<file path="src/rtl/sha256_pkg.sv">
// sha256_pkg: shared types and constants for the SHA-256 message path
package sha256_pkg;
  typedef enum logic [1:0] {S_DATA, S_ZERO, S_LEN} pad_state_t;
  typedef logic [31:0] word_t;
  localparam int BLOCK_BYTES = 64;
  localparam int POS_W = $clog2(BLOCK_BYTES);
  localparam logic [POS_W-1:0] LEN_POS = POS_W'(56);
  localparam logic [7:0] PAD_BYTE = 8'h80;
endpackage

</file>
<file path="src/rtl/sha256_msg_padder_if.sv">
// sha256_msg_padder_if: byte-in / word-out stream bundle of the padder
interface sha256_msg_padder_if;
  import sha256_pkg::*;
  logic in_valid, in_last, in_nodata, in_ready;
  logic [7:0] in_data;
  logic out_valid, out_ready, out_first, out_last, out_final, busy;
  word_t out_data;
  modport master (
    output in_valid, in_data, in_last, in_nodata, out_ready,
    input in_ready, out_valid, out_data, out_first, out_last, out_final, busy
  );
  modport slave (
    input in_valid, in_data, in_last, in_nodata, out_ready,
    output in_ready, out_valid, out_data, out_first, out_last, out_final, busy
  );
endinterface

</file>
<file path="src/rtl/sha256_word_packer.sv">
// sha256_word_packer: shifts bytes into big-endian words and holds them under valid/ready
module sha256_word_packer
  import sha256_pkg::*;
(
  input  logic       clk,
  input  logic       rst,
  input  logic       byte_en,
  input  logic [7:0] din,
  input  logic       word_end,
  input  logic       first,
  input  logic       last,
  input  logic       fin,
  input  logic       out_ready,
  output logic       out_valid,
  output word_t      out_data,
  output logic       out_first,
  output logic       out_last,
  output logic       out_final
);
  logic [23:0] acc;
  // shift bytes in; the fourth byte completes a word into the output register
  always_ff @(posedge clk or posedge rst) begin
    if (rst) begin
      acc <= '0;
      out_valid <= 1'b0;
      out_data <= '0;
      out_first <= 1'b0;
      out_last <= 1'b0;
      out_final <= 1'b0;
    end else begin
      if (byte_en) acc <= {acc[15:0], din};
      if (byte_en && word_end) begin
        out_valid <= 1'b1;
        out_data <= {acc, din};
        out_first <= first;
        out_last <= last;
        out_final <= fin;
      end else if (out_ready) begin
        out_valid <= 1'b0;
      end
    end
  end
endmodule

</file>
<file path="src/rtl/sha256_msg_padder.sv">
// sha256_msg_padder: FIPS 180-4 padding of a byte stream into 512-bit blocks of words
module sha256_msg_padder
  import sha256_pkg::*;
#(
  parameter int LEN_W = 32
) (
  input logic clk,
  input logic rst,
  sha256_msg_padder_if.slave bus
);
  pad_state_t state, state_n;
  logic [POS_W-1:0] pos;
  logic [LEN_W-1:0] count, count_n;
  logic [63:0] len_bits;
  logic pad_pending, busy_q, adv, acc_beat, done, byte_en;
  logic [7:0] byte_val;
  assign adv = !bus.out_valid || bus.out_ready;
  assign bus.in_ready = (state == S_DATA) && !pad_pending && adv;
  assign acc_beat = bus.in_valid && bus.in_ready;
  assign done = bus.out_valid && bus.out_ready && bus.out_final;
  assign count_n = count + LEN_W'(!bus.in_nodata);
  assign bus.busy = busy_q;
  // pick the byte for this cycle (message, 0x80, fill or length) and the next state
  always_comb begin
    state_n = state;
    byte_en = 1'b0;
    byte_val = '0;
    if (state == S_DATA) begin
      if (pad_pending && adv) begin
        byte_en = 1'b1;
        byte_val = PAD_BYTE;
        state_n = (pos + 1'b1 == LEN_POS) ? S_LEN : S_ZERO;
      end else if (acc_beat && !bus.in_nodata) begin
        byte_en = 1'b1;
        byte_val = bus.in_data;
      end
    end else if (state == S_ZERO) begin
      byte_en = adv;
      state_n = (adv && pos + 1'b1 == LEN_POS) ? S_LEN : S_ZERO;
    end else begin
      byte_en = adv && pos >= LEN_POS;
      byte_val = 8'(len_bits >> {~pos[2:0], 3'b000});
      state_n = done ? S_DATA : S_LEN;
    end
  end
  // state, block position, byte count and latched bit length
  always_ff @(posedge clk or posedge rst) begin
    if (rst) begin
      state <= S_DATA;
      pos <= '0;
      count <= '0;
      len_bits <= '0;
      pad_pending <= 1'b0;
      busy_q <= 1'b0;
    end else begin
      state <= state_n;
      pad_pending <= (acc_beat && bus.in_last) ? 1'b1 : (pad_pending && !adv);
      if (done) begin
        pos <= '0;
        count <= '0;
        len_bits <= '0;
        busy_q <= 1'b0;
      end else begin
        if (byte_en) pos <= pos + 1'b1;
        if (acc_beat) count <= count_n;
        if (acc_beat) busy_q <= 1'b1;
        if (acc_beat && bus.in_last) len_bits <= 64'({count_n, 3'b000});
      end
    end
  end
  sha256_word_packer u_packer (
    .clk(clk),
    .rst(rst),
    .byte_en(byte_en),
    .din(byte_val),
    .word_end(pos[1:0] == 2'd3),
    .first(pos == POS_W'(3)),
    .last(&pos),
    .fin((state == S_LEN) && (&pos)),
    .out_ready(bus.out_ready),
    .out_valid(bus.out_valid),
    .out_data(bus.out_data),
    .out_first(bus.out_first),
    .out_last(bus.out_last),
    .out_final(bus.out_final)
  );
endmodule

</file>
<file path="src/flat_wrapper.sv">
// flat-port wrapper written by rule: the top's interface ports become plain ports
module sha256_msg_padder_flat import sha256_pkg::*;
#(
  parameter int LEN_W = 32
)
  (clk, rst, bus_in_valid, bus_in_data, bus_in_last, bus_in_nodata, bus_out_ready, bus_in_ready, bus_out_valid, bus_out_data, bus_out_first, bus_out_last, bus_out_final, bus_busy);
  sha256_msg_padder_if bus_i ();
  input logic clk;
  input logic rst;
  input wire logic [$bits(bus_i.in_valid)-1:0] bus_in_valid;
  input wire logic [$bits(bus_i.in_data)-1:0] bus_in_data;
  input wire logic [$bits(bus_i.in_last)-1:0] bus_in_last;
  input wire logic [$bits(bus_i.in_nodata)-1:0] bus_in_nodata;
  input wire logic [$bits(bus_i.out_ready)-1:0] bus_out_ready;
  output wire logic [$bits(bus_i.in_ready)-1:0] bus_in_ready;
  output wire logic [$bits(bus_i.out_valid)-1:0] bus_out_valid;
  output wire logic [$bits(bus_i.out_data)-1:0] bus_out_data;
  output wire logic [$bits(bus_i.out_first)-1:0] bus_out_first;
  output wire logic [$bits(bus_i.out_last)-1:0] bus_out_last;
  output wire logic [$bits(bus_i.out_final)-1:0] bus_out_final;
  output wire logic [$bits(bus_i.busy)-1:0] bus_busy;
  assign bus_i.in_valid = bus_in_valid;
  assign bus_i.in_data = bus_in_data;
  assign bus_i.in_last = bus_in_last;
  assign bus_i.in_nodata = bus_in_nodata;
  assign bus_i.out_ready = bus_out_ready;
  assign bus_in_ready = bus_i.in_ready;
  assign bus_out_valid = bus_i.out_valid;
  assign bus_out_data = bus_i.out_data;
  assign bus_out_first = bus_i.out_first;
  assign bus_out_last = bus_i.out_last;
  assign bus_out_final = bus_i.out_final;
  assign bus_busy = bus_i.busy;
  sha256_msg_padder #(.LEN_W(LEN_W)) u_core (.clk(clk), .rst(rst), .bus(bus_i));
endmodule
</file>
<file path="config.mk">
export PLATFORM = sky130hd
export DESIGN_NAME = sha256_msg_padder_flat
export DESIGN_NICKNAME = d
export VERILOG_FILES = /design/src/rtl/sha256_pkg.sv /design/src/rtl/sha256_msg_padder_if.sv /design/src/rtl/sha256_word_packer.sv /design/src/rtl/sha256_msg_padder.sv /design/src/flat_wrapper.sv
export SDC_FILE = /design/constraint.sdc
export NUM_CORES = 1
export LEC_CHECK = 0
export ABC_CLOCK_PERIOD_IN_PS = 6100
export CAP_MARGIN = 20
export CORE_MARGIN = 3
export CORE_UTILIZATION = 40
export CTS_CLUSTER_DIAMETER = 30
export DETAILED_ROUTE_END_ITERATION = 6
export GPL_TIMING_DRIVEN = 0
export PLACE_DENSITY = 0.63
export SLEW_MARGIN = 40
export SYNTH_ARGS = -nofsm -noshare
export SYNTH_HDL_FRONTEND = slang
export SYNTH_SLANG_ARGS = --single-unit
</file>
<file path="constraint.sdc">
create_clock -name clk -period 6.1 [get_ports clk]
set_input_delay 1.22 -clock clk [delete_from_list [all_inputs] [get_ports clk]]
set_output_delay 1.22 -clock clk [all_outputs]
set_load 0.03 [all_outputs]
</file>
======== Yosys cells after proc, flatten, opt, wreduce, memory -nomap -nowiden ========
Index checks and enable logic that the tools add are counted.
word-level totals
  bits in registers ....................... 166
  bits of input ports ..................... 14
  output and inout port bits .............. 38
  logic and storage cells ................. 72
operators by class
  $add $sub $neg .......................... 2
  $lt $le $gt $ge ......................... 1
  equality and inequality tests ........... 6
  shift operators ......................... 1
  muxes and demuxes ....................... 25
  bitwise gates (word level) .............. 1
  reductions and logical operators ........ 24
operators with widths
  operator               count
  $mux W64               2
  $mux W32               2
  $shr A64 B6 Y8         1
  $add A32 B1 Y32        1
  $mux W8                4
  $logic_and A1 B1 Y1    13
  $mux W2                6
  $mux W6                2
  $mux W1                9
  $reduce_bool A2 Y1     4
  $add A6 B1 Y6 const B  1
  $eq A6 B2 Y1 const B   1
  $eq A6 B6 Y1 const B   1
  $ge A6 B6 Y1 const B   1
  $reduce_and A6 Y1      1
  $eq A2 B2 Y1 const B   2
  $logic_not A1 Y1       4
  $not A3 Y3             1
  $eq A2 B1 Y1 const B   1
  $logic_not A2 Y1       1
  $ne A2 B2 Y1 const B   1
  $logic_or A1 B1 Y1     1

======== Longest topological paths before layout ========
Gate-level depths: netlist of the first run.
  depth in word-level cells ............... 10
  mapped depth ............................ 10
  depth with buffers taken out ............ 8

======== Hierarchy ========
From an unflattened synthesis of the first run, not the netlist that was laid out.
second synthesis, totals
  cell total of the unflattened synthesis .. 592
  area total of the unflattened synthesis .. 6587.6 um2
by module, submodules not included
  module              times used  cells each  area an instance (um2)  sequential area each (um2)
  sha256_msg_padder   1           463         4234.1                  1851.8
  sha256_word_packer  1           129         2353.5                  1501.4

======== Worst setup path before layout of the first run ========
Ideal clock, no wire load.
  path kind ............................... input to output
  start point ............................. input bus_out_ready
  end point ............................... output bus_in_ready
  arrival time ............................ 1712 ps
  required time ........................... 4880 ps
  setup slack ............................. 3168 ps
  stages .................................. 2
  path buffers ............................ 0
  cells stage by stage .................... nand2b_1 and2_1
on the way
  word-level cells in the longest chain between the ends .. 2
ends and longest elaborated chain
  element              RTL line                 RTL
  from (decl)          flat_wrapper.sv:14       input wire logic [$bits(bus_i.out_ready)-1:0] bus_out_ready;
  $logic_or A1 B1 Y1   sha256_msg_padder.sv:17  assign adv = !bus.out_valid || bus.out_ready;
  $logic_and A1 B1 Y1  sha256_msg_padder.sv:18  assign bus.in_ready = (state == S_DATA) && !pad_pending && adv;
  to (decl)            flat_wrapper.sv:15       output wire logic [$bits(bus_i.in_ready)-1:0] bus_in_ready;
Every way passes these cells.

======== Worst setup path in the final report of the first run ========
Same ends and word-level chain as after synthesis.

==> impl_results.rst, run 1 <==
.. list-table::
   :header-rows: 1

   * - Metric
     - Value
   * - Result of the run
     - completed
   * - Commonest cells in the synthesized netlist
     - sky130_fd_sc_hd__dfrtp_1 (134), sky130_fd_sc_hd__nor2_1 (59), sky130_fd_sc_hd__xnor2_1 (46), sky130_fd_sc_hd__a21oi_1 (41), sky130_fd_sc_hd__mux2_2 (40)
   * - Stage delay of the slowest cell on the critical path
     - 0.68 ns
   * - Initial DRT Pass Iterations
     - 5
   * - Fraction of the mapped netlist area in adder cells
     - less than 1%
   * - Xor-xnor portion of the synthesized cell area
     - 8.43%
   * - Maximum capacitance violations
     - 0
   * - Inserted Diodes
     - 0
   * - Unrepaired setup endpoints after global routing
     - false
   * - Kind of critical path
     - primary input to output port
   * - Count of hold-fix buffers inserted at cts
     - 0
   * - Critical Path Most Common Cell
     - sky130_fd_sc_hd__clkdlybuf4s50_1
   * - Simple-gate share of the synthesized area
     - between 10% and 20%
   * - Count of placed standard cells in the final layout, fillers left out
     - roughly 900
   * - Post-route worst setup slack
     - between 2 and 2.5 ns
   * - Setup slack, reg-to-reg
     - 3.82 ns
   * - Total congestion overflow after global routing
     - 0
   * - Post-detailed-placement half-perimeter wirelength
     - ~11000 um
   * - Wire length of the first global-routing pass
     - 25400 um
   * - Top achievable clock speed
     - between 0.2 and 0.25 GHz
   * - Endpoint required time on the critical path
     - 4.88 ns
   * - Initial antenna violation count
     - 0
   * - Kind of end point of the critical path
     - output port
   * - Compound-Gate Fraction of Synth Area
     - between 8 and 9%
   * - Crit path launch type
     - primary input
   * - Final critical-path share of the clock period
     - 66.7%
   * - Slew headroom
     - between 50% and 60%
   * - Number of H-tree levels
     - 4
   * - Worst VDD drop
     - between 200 and 300 uV
   * - YS warnings
     - 0
   * - Class of the tightest hold or removal check
     - flip-flop to flip-flop
   * - Maximum clock insertion buffer count
     - 2
   * - Async S/R FF share, synth
     - between 90% and 100%
   * - Tightest hold margin
     - 0.477 ns
   * - Worst-path maximum fanout
     - 6
   * - Power Total
     - ~3.9 mW
   * - Dpl cells
     - between 800 and 900
   * - Fraction of power spent switching nets
     - between 30% and 40%
   * - Share of final-layout standard cells stronger than drive strength 1
     - 19.4%
   * - Cell Area, Synth
     - 6650 um^2
   * - Pin slew with the least headroom to its limit
     - between 0.7 and 0.8 ns
   * - Part of the total power dissipated in sequential elements
     - about 37%
   * - Die Ht
     - approximately 130 um
   * - Main combinational cell family by area after synthesis
     - simple AND/OR/NAND/NOR gates
   * - Insertion delay to the later sink of the worst-skew pair
     - approximately 0.42 ns
   * - Total placed instance area
     - around 7500 um^2
   * - Syn Area/Cell
     - between 10 and 15 um^2
   * - Via count
     - roughly 4800
   * - Internal Power
     - between 2 and 3 mW
   * - PostCTS Resize Cnt
     - 0
   * - Leakage component of the power
     - roughly 3.4 nW
   * - Post-synth top area share
     - 50.4%
   * - Clock Skews
     - a little over 0.008 ns
   * - Destination of the worst register-to-register timing path
     - u_core.count[6]
   * - Number of buffers inserted by port buffering
     - 51
   * - Initial core utilization
     - ~41%
   * - Number of primary I/O pins
     - 52
   * - Data arrival at the endpoint of the critical path
     - 2.85 ns
   * - Origin of the worst min-delay path
     - u_core.u_packer.out_last
   * - Setup-failing EPs final
     - 0
   * - EDFF count, synth
     - 0
   * - Minimum clock period after layout
     - between 4 and 5 ns
   * - Most instantiated flip-flop cell in the synthesis netlist
     - sky130_fd_sc_hd__dfrtp_1
   * - Psw
     - 1.34 mW
   * - Avg Vias per Cell
     - approximately 5.3
   * - Largest net degree at the start of global routing
     - 78
   * - Synthesized netlist net count
     - slightly above 600
   * - Clock slew at reported path FFs
     - 0.06 ns
   * - Post-route ant nets
     - 0
   * - Area of the core region
     - roughly 16000 um^2
   * - Die ar.
     - 18200 um^2
   * - Final number of hold-violating endpoints
     - 0
   * - Startpoint of the most critical register-to-register path
     - u_core.count[0]
   * - Starting DRT DRC Count
     - approximately 240
   * - Clock root buffer master
     - sky130_fd_sc_hd__clkbuf_16
   * - Part of the Yosys area used for sequential elements
     - 50.4%
   * - Number of stages on the worst hold path
     - 2
   * - Wire length per cell
     - between 15 and 20 um
   * - Worst slack at placement
     - 2.03 ns
   * - Clock power share
     - around 28%
   * - Total length of routed wires
     - approximately 15000 um
   * - Combinational fraction of design power
     - 35.6%
   * - Fraction of synthesized area in multiplexers
     - approximately 9%
   * - Synthesized instance count
     - between 600 and 700
   * - Vias in the first global route
     - roughly 4700
   * - Number of synthesized register bits
     - 134
   * - Slowest cell on the critical path
     - sky130_fd_sc_hd__clkdlybuf4s50_1
   * - Number of cells on the worst reg-to-reg path
     - 7
   * - CTS tree
     - built
   * - CTS Sinks
     - between 100 and 150
   * - Routability cong.
     - 0.870
   * - Pins Over Slew Limit
     - 0
   * - Final standard cell area without fillers
     - approximately 8000 um^2
   * - Chain of cells forming the critical path
     - clkdlybuf4s50_1, nand2b_1, and2_1, clkdlybuf4s50_1
   * - Power density cells
     - 477 nW/um^2
   * - Library cell with the highest instance count after synthesis
     - sky130_fd_sc_hd__dfrtp_1
   * - Placement Rows
     - 46
   * - Hold Crit Endpoint
     - u_core.u_packer.out_last
   * - Yosys top cell by area
     - sky130_fd_sc_hd__dfrtp_1
   * - Area overhead of the layout relative to synthesis
     - 21.5%
   * - Fin nets
     - ~690
   * - DRC errors left
     - 0
   * - Cell types occupying the most area after synthesis
     - sky130_fd_sc_hd__dfrtp_1 (50%), sky130_fd_sc_hd__mux2_2 (6.8%), sky130_fd_sc_hd__xnor2_1 (6.1%)
   * - Unique masters post-synth
     - 50
   * - Num CTS Buffers
     - 17
   * - X dimension of the die
     - roughly 130 um
   * - Postcts setup bufs
     - 0
   * - GRT Resource Usage Total
     - around 18%
cells in the final DEF, fill, tap and decap left out, types with 13 or more instances in the layout:
cell and n:
sky130_fd_sc_hd__a21oi_1 41, sky130_fd_sc_hd__clkbuf_1 18, sky130_fd_sc_hd__nor3_1 13, sky130_fd_sc_hd__nor2_1 59
sky130_fd_sc_hd__mux2_2 40, sky130_fd_sc_hd__clkbuf_16 17, sky130_fd_sc_hd__dfrtp_1 134, sky130_fd_sc_hd__buf_2 17
sky130_fd_sc_hd__clkdlybuf4s50_1 51, sky130_fd_sc_hd__nand2_1 31, sky130_fd_sc_hd__nand3_1 16, sky130_fd_sc_hd__o21ai_0 38
sky130_fd_sc_hd__xnor2_1 46, sky130_fd_sc_hd__xor2_1 18
metal layers:
| metal | up-vias | global-route usage, % | share of wire, % |
|---|---|---|---|
| li1 | 2272 | - | - |
| met1 | 2397 | 23.0 | 45 |
| met2 | 108 | 30.0 | 49 |
| met3 | 15 | 4.77 | 4.1 |
| met4 | 0 | 5.32 | 1.5 |
| met5 | - | 0 | 0 |
worst max-delay path, delay by kind of cell:
family,cells,cell delay [ns]
buf+inv,2,1.19
simple gates,2,0.44
power by group through the flow:
| stage | Sequential [mW] | Clock (mW) | Combinational (mW) |
|---|---|---|---|
| global route | 1.46 | 1.13 | 1.50 |
| detailed placement | 1.43 | 0 | 1.37 |
| finish | 1.42 | 1.07 | 1.37 |
| floorplan | 1.54 | 0 | 0.796 |
| global placement | 1.42 | 0 | 1.34 |
| CTS | 1.42 | 1.08 | 1.38 |
state kept, by name, indices dropped and copies added, names as in the netlist:
name and count:
u_core.u_packer.acc 24, u_core.u_packer.out_valid 1, u_core.u_packer.out_first 1, u_core.u_packer.out_final 1, u_core.u_packer.out_data 32, u_core.pad_pending 1
u_core.bus.busy 1, u_core.u_packer.out_last 1, u_core.count 32, u_core.pos 6, u_core.len_bits 32, u_core.state 2
area by class of cell:
cell class | instances | area, um^2
multi-input combinational | 415 | 2990
clock inverter | 11 | 175
sequential | 134 | 3350
buffer | 46 | 277
clock buffer | 21 | 440
inverter | 7 | 33.8
timing repair buffer | 52 | 538
tap | 216 | 270
fill | 1410 | 7980
metrics by stage:
stage               TNS (ns)  util, %
floorplan                  0        -
global placement      -63.76     46.3
detailed placement         0     46.5
CTS                        0     50.3
global route               0     50.3
finish                     0     50.3
cells by family (layout without fill, tap and decap cells):
family | count (synthesis) | in the layout
AO/OA/AOI/OAI | 102 | 102
multiplexers | 50 | 50
adder cells (fa/ha/maj) | 5 | 5
XOR/XNOR | 64 | 64
AND/OR/NAND/NOR | 194 | 194
buffers and inverters | 53 | 137
flip-flops | 134 | 134
how the worst max path moves through the flow:
stage | start | to | slack [ns] | cells past startpoint
floorplan | rst | u_core.bus.busy | 1.30 | 1
global placement | rst | u_core.count[20] | -0.48 | 2
detailed placement | bus_out_ready | bus_in_ready | 2.03 | 4
CTS | bus_out_ready | bus_in_ready | 2.02 | 4
global route | bus_out_ready | bus_in_ready | 1.93 | 4
finish | bus_out_ready | bus_in_ready | 2.03 | 4
Note: power is estimated with default switching activity, not from simulation.
==> run 2, diff against run 1 <==
--- a/config.mk
+++ b/config.mk
@@ -5,14 +5,14 @@
 export SDC_FILE = /design/constraint.sdc
 export NUM_CORES = 1
 export LEC_CHECK = 0
-export ABC_CLOCK_PERIOD_IN_PS = 6100
+export ABC_CLOCK_PERIOD_IN_PS = 3660
 export CAP_MARGIN = 20
 export CORE_MARGIN = 3
 export CORE_UTILIZATION = 40
 export CTS_CLUSTER_DIAMETER = 30
 export DETAILED_ROUTE_END_ITERATION = 6
 export GPL_TIMING_DRIVEN = 0
-export PLACE_DENSITY = 0.63
+export PLACE_DENSITY = 0.66
 export SLEW_MARGIN = 40
 export SYNTH_ARGS = -nofsm -noshare
 export SYNTH_HDL_FRONTEND = slang
==> constraint.sdc (replaced) <==
create_clock -name clk -period 3.66 [get_ports clk]
set_input_delay 0.732 -clock clk [delete_from_list [all_inputs] [get_ports clk]]
set_output_delay 0.732 -clock clk [all_outputs]
set_load 0.03 [all_outputs]
==> impl_results.rst, run 2 (same netlist as run 1, synthesis figures left out) <==
.. list-table::
   :header-rows: 1

   * - Metric
     - Value
   * - Share of final-layout standard cells stronger than drive strength 1
     - between 20% and 30%
   * - Placement Rows
     - between 40 and 50
   * - Worst-path maximum fanout
     - 6
   * - Pin slew with the least headroom to its limit
     - between 0.7 and 0.8 ns
   * - Clock slew at reported path FFs
     - about 0.06 ns
   * - Met1 usage
     - roughly 24%
   * - DRC errors left
     - 0
   * - Die ar.
     - around 18000 um^2
   * - Vias in the first global route
     - 4924
   * - Post-layout utilization of the core
     - 50.9%
   * - Endpoint required time on the critical path
     - slightly below 3 ns
   * - Multi-input gate area
     - 2990 um^2
   * - Stage delay of the slowest cell on the critical path
     - just under 0.7 ns
   * - Result of the run
     - completed
   * - Total placed instance area
     - 7550 um^2
   * - Initial core utilization
     - between 40% and 50%
   * - Number of H-tree levels
     - 4
   * - Psw
     - 2.30 mW
   * - Met2 Usage GRT
     - between 30% and 40%
   * - Area taken by flip-flops and latches
     - ~3400 um^2
   * - CTS tree
     - built
   * - Total length of routed wires
     - 15800 um
   * - Final number of hold-violating endpoints
     - 0
   * - Fraction of power spent switching nets
     - 35.4%
   * - Chain of cells forming the critical path
     - clkdlybuf4s50_1, nand2b_1, and2_1, clkdlybuf4s50_1
   * - Maximum clock insertion buffer count
     - 2
   * - Worst slack at placement
     - roughly 0.44 ns
   * - Insertion delay to the later sink of the worst-skew pair
     - between 0.4 and 0.5 ns
   * - Clock Skews
     - about 0.0076 ns
   * - Minimum clock period after layout
     - 3.15 ns
   * - Number of fill cells
     - 1386
   * - Met3 Resource Use GR
     - under 10%
   * - Class of the tightest hold or removal check
     - flip-flop to flip-flop
   * - Area overhead of the layout relative to synthesis
     - 23.0%
   * - Number of primary I/O pins
     - 52
   * - Commonest cells after routing, fill and taps aside
     - sky130_fd_sc_hd__dfrtp_1 (134), sky130_fd_sc_hd__nor2_1 (59), sky130_fd_sc_hd__clkdlybuf4s50_1 (51), sky130_fd_sc_hd__xnor2_1 (46), sky130_fd_sc_hd__a21oi_1 (41)
   * - Internal Power
     - ~4.2 mW
   * - Part of the total power dissipated in sequential elements
     - between 30 and 40%
   * - X dimension of the die
     - approximately 130 um
   * - Post-detailed-placement half-perimeter wirelength
     - roughly 12000 um
   * - Leakage component of the power
     - about 3.4 nW
   * - Routability cong.
     - roughly 0.84
   * - Initial antenna violation count
     - 0
   * - Unrepaired setup endpoints after global routing
     - false
   * - Top achievable clock speed
     - about 0.32 GHz
   * - Dpl cells
     - around 900
   * - Most common cell after layout, fill and taps aside
     - sky130_fd_sc_hd__dfrtp_1
   * - Number of stages on the worst hold path
     - 2
   * - Postcts setup bufs
     - 0
   * - Count of placed standard cells in the final layout, fillers left out
     - approximately 910
   * - Kind of critical path
     - primary input to output port
   * - Pins Over Slew Limit
     - 0
   * - Worst VDD drop
     - approximately 390 uV
   * - Slew headroom
     - between 50% and 60%
   * - Power density cells
     - 794 nW/um^2
   * - Final standard cell area without fillers
     - around 8000 um^2
   * - Wire length of the first global-routing pass
     - 26300 um
   * - Maximum capacitance violations
     - 0
   * - Total congestion overflow after global routing
     - 0
   * - Fin nets
     - 696
   * - Largest registers
     - u_core.count (32), u_core.len_bits (32), u_core.u_packer.out_data (32)
   * - Avg Vias per Cell
     - 5.36
   * - Clock root buffer master
     - sky130_fd_sc_hd__clkbuf_16
   * - Critical Path Most Common Cell
     - sky130_fd_sc_hd__clkdlybuf4s50_1
   * - Largest net degree at the start of global routing
     - 27
   * - Slowest cell on the critical path
     - sky130_fd_sc_hd__clkdlybuf4s50_1
   * - Final critical-path share of the clock period
     - 86.0%
   * - Num CTS Buffers
     - 17
   * - Data arrival at the endpoint of the critical path
     - between 2 and 2.5 ns
   * - Via count
     - between 4000 and 5000
   * - Inserted Diodes
     - 0
   * - Clock power share
     - 28.0%
   * - Combinational fraction of design power
     - between 30% and 40%
   * - CTS Sinks
     - 134
   * - Crit path launch type
     - primary input
   * - Setup-failing EPs final
     - 0
   * - Busiest metal layer after global routing
     - met2
   * - Initial DRT Pass Iterations
     - 5
   * - Post-route ant nets
     - 0
   * - Number of cells on the worst reg-to-reg path
     - 7
   * - Area of the core region
     - ~16000 um^2
   * - Number of buffers inserted by port buffering
     - between 50 and 60
   * - Kind of end point of the critical path
     - output port
   * - Post-route worst setup slack
     - slightly above 0.5 ns
   * - Count of hold-fix buffers inserted at cts
     - 0
   * - Wire length per cell
     - about 17 um
   * - GRT Resource Usage Total
     - between 15 and 20%
   * - Die Ht
     - ~130 um
   * - PostCTS Resize Cnt
     - 0
   * - Starting DRT DRC Count
     - around 300
   * - Total negative slack
     - 0 ns
run 2: routing by layer:
metal	up-vias	wire length [um]
met5	-	0
met4	0	269
met3	18	836
met2	133	7750
met1	2406	6900
li1	2297	-
run 2: area by class of cell:
class / instances / share of cell area (%)
Tap cell: 216 / 3.31
Clock buffer: 17 / 5.20
Sequential cell: 134 / 41.0
Inverter: 7 / 0.367
Clock inverter: 14 / 2.46
Multi-Input combinational cell: 415 / 36.6
Buffer: 46 / 3.38
Timing Repair Buffer: 56 / 7.65
run 2: per-stage QoR:
step / power (mW) / hold WS [ns]
global route: 6.85 / 0.515
CTS: 6.53 / 0.488
finish: 6.49 / 0.484
detailed placement: 4.68 / 0.475
global placement: 4.60 / 0.470
floorplan: 3.89 / 0.477
run 2: critical path, delay by kind of cell:
family,cells,cell delay [ns]
simple gates,2,0.46
buf+inv,2,1.22
run 2: final timing paths:
| kind | startpoint | slack [ns] | end |
|---|---|---|---|
| max | bus_out_ready | 0.51 | bus_in_ready |
| max reg2reg | u_core.count[0] | 1.35 | u_core.count[6] |
| min | u_core.u_packer.out_data[0] | 0.48 | u_core.u_packer.out_data[0] |
| min reg2reg | u_core.u_packer.out_data[0] | 0.48 | u_core.u_packer.out_data[0] |
| max in group asynchronous | rst | 2.11 | u_core.count[20] |
| min in group asynchronous | rst | 0.68 | u_core.u_packer.acc[8] |
run 2: power groups by stage:
stage	Clock (mW)	Combinational, mW	Sequential [mW]
after floorplan	0	1.33	2.56
after global placement	0	2.22	2.37
after detailed placement	0	2.29	2.39
after CTS	1.84	2.31	2.37
after global routing	1.91	2.51	2.43
final	1.81	2.30	2.38
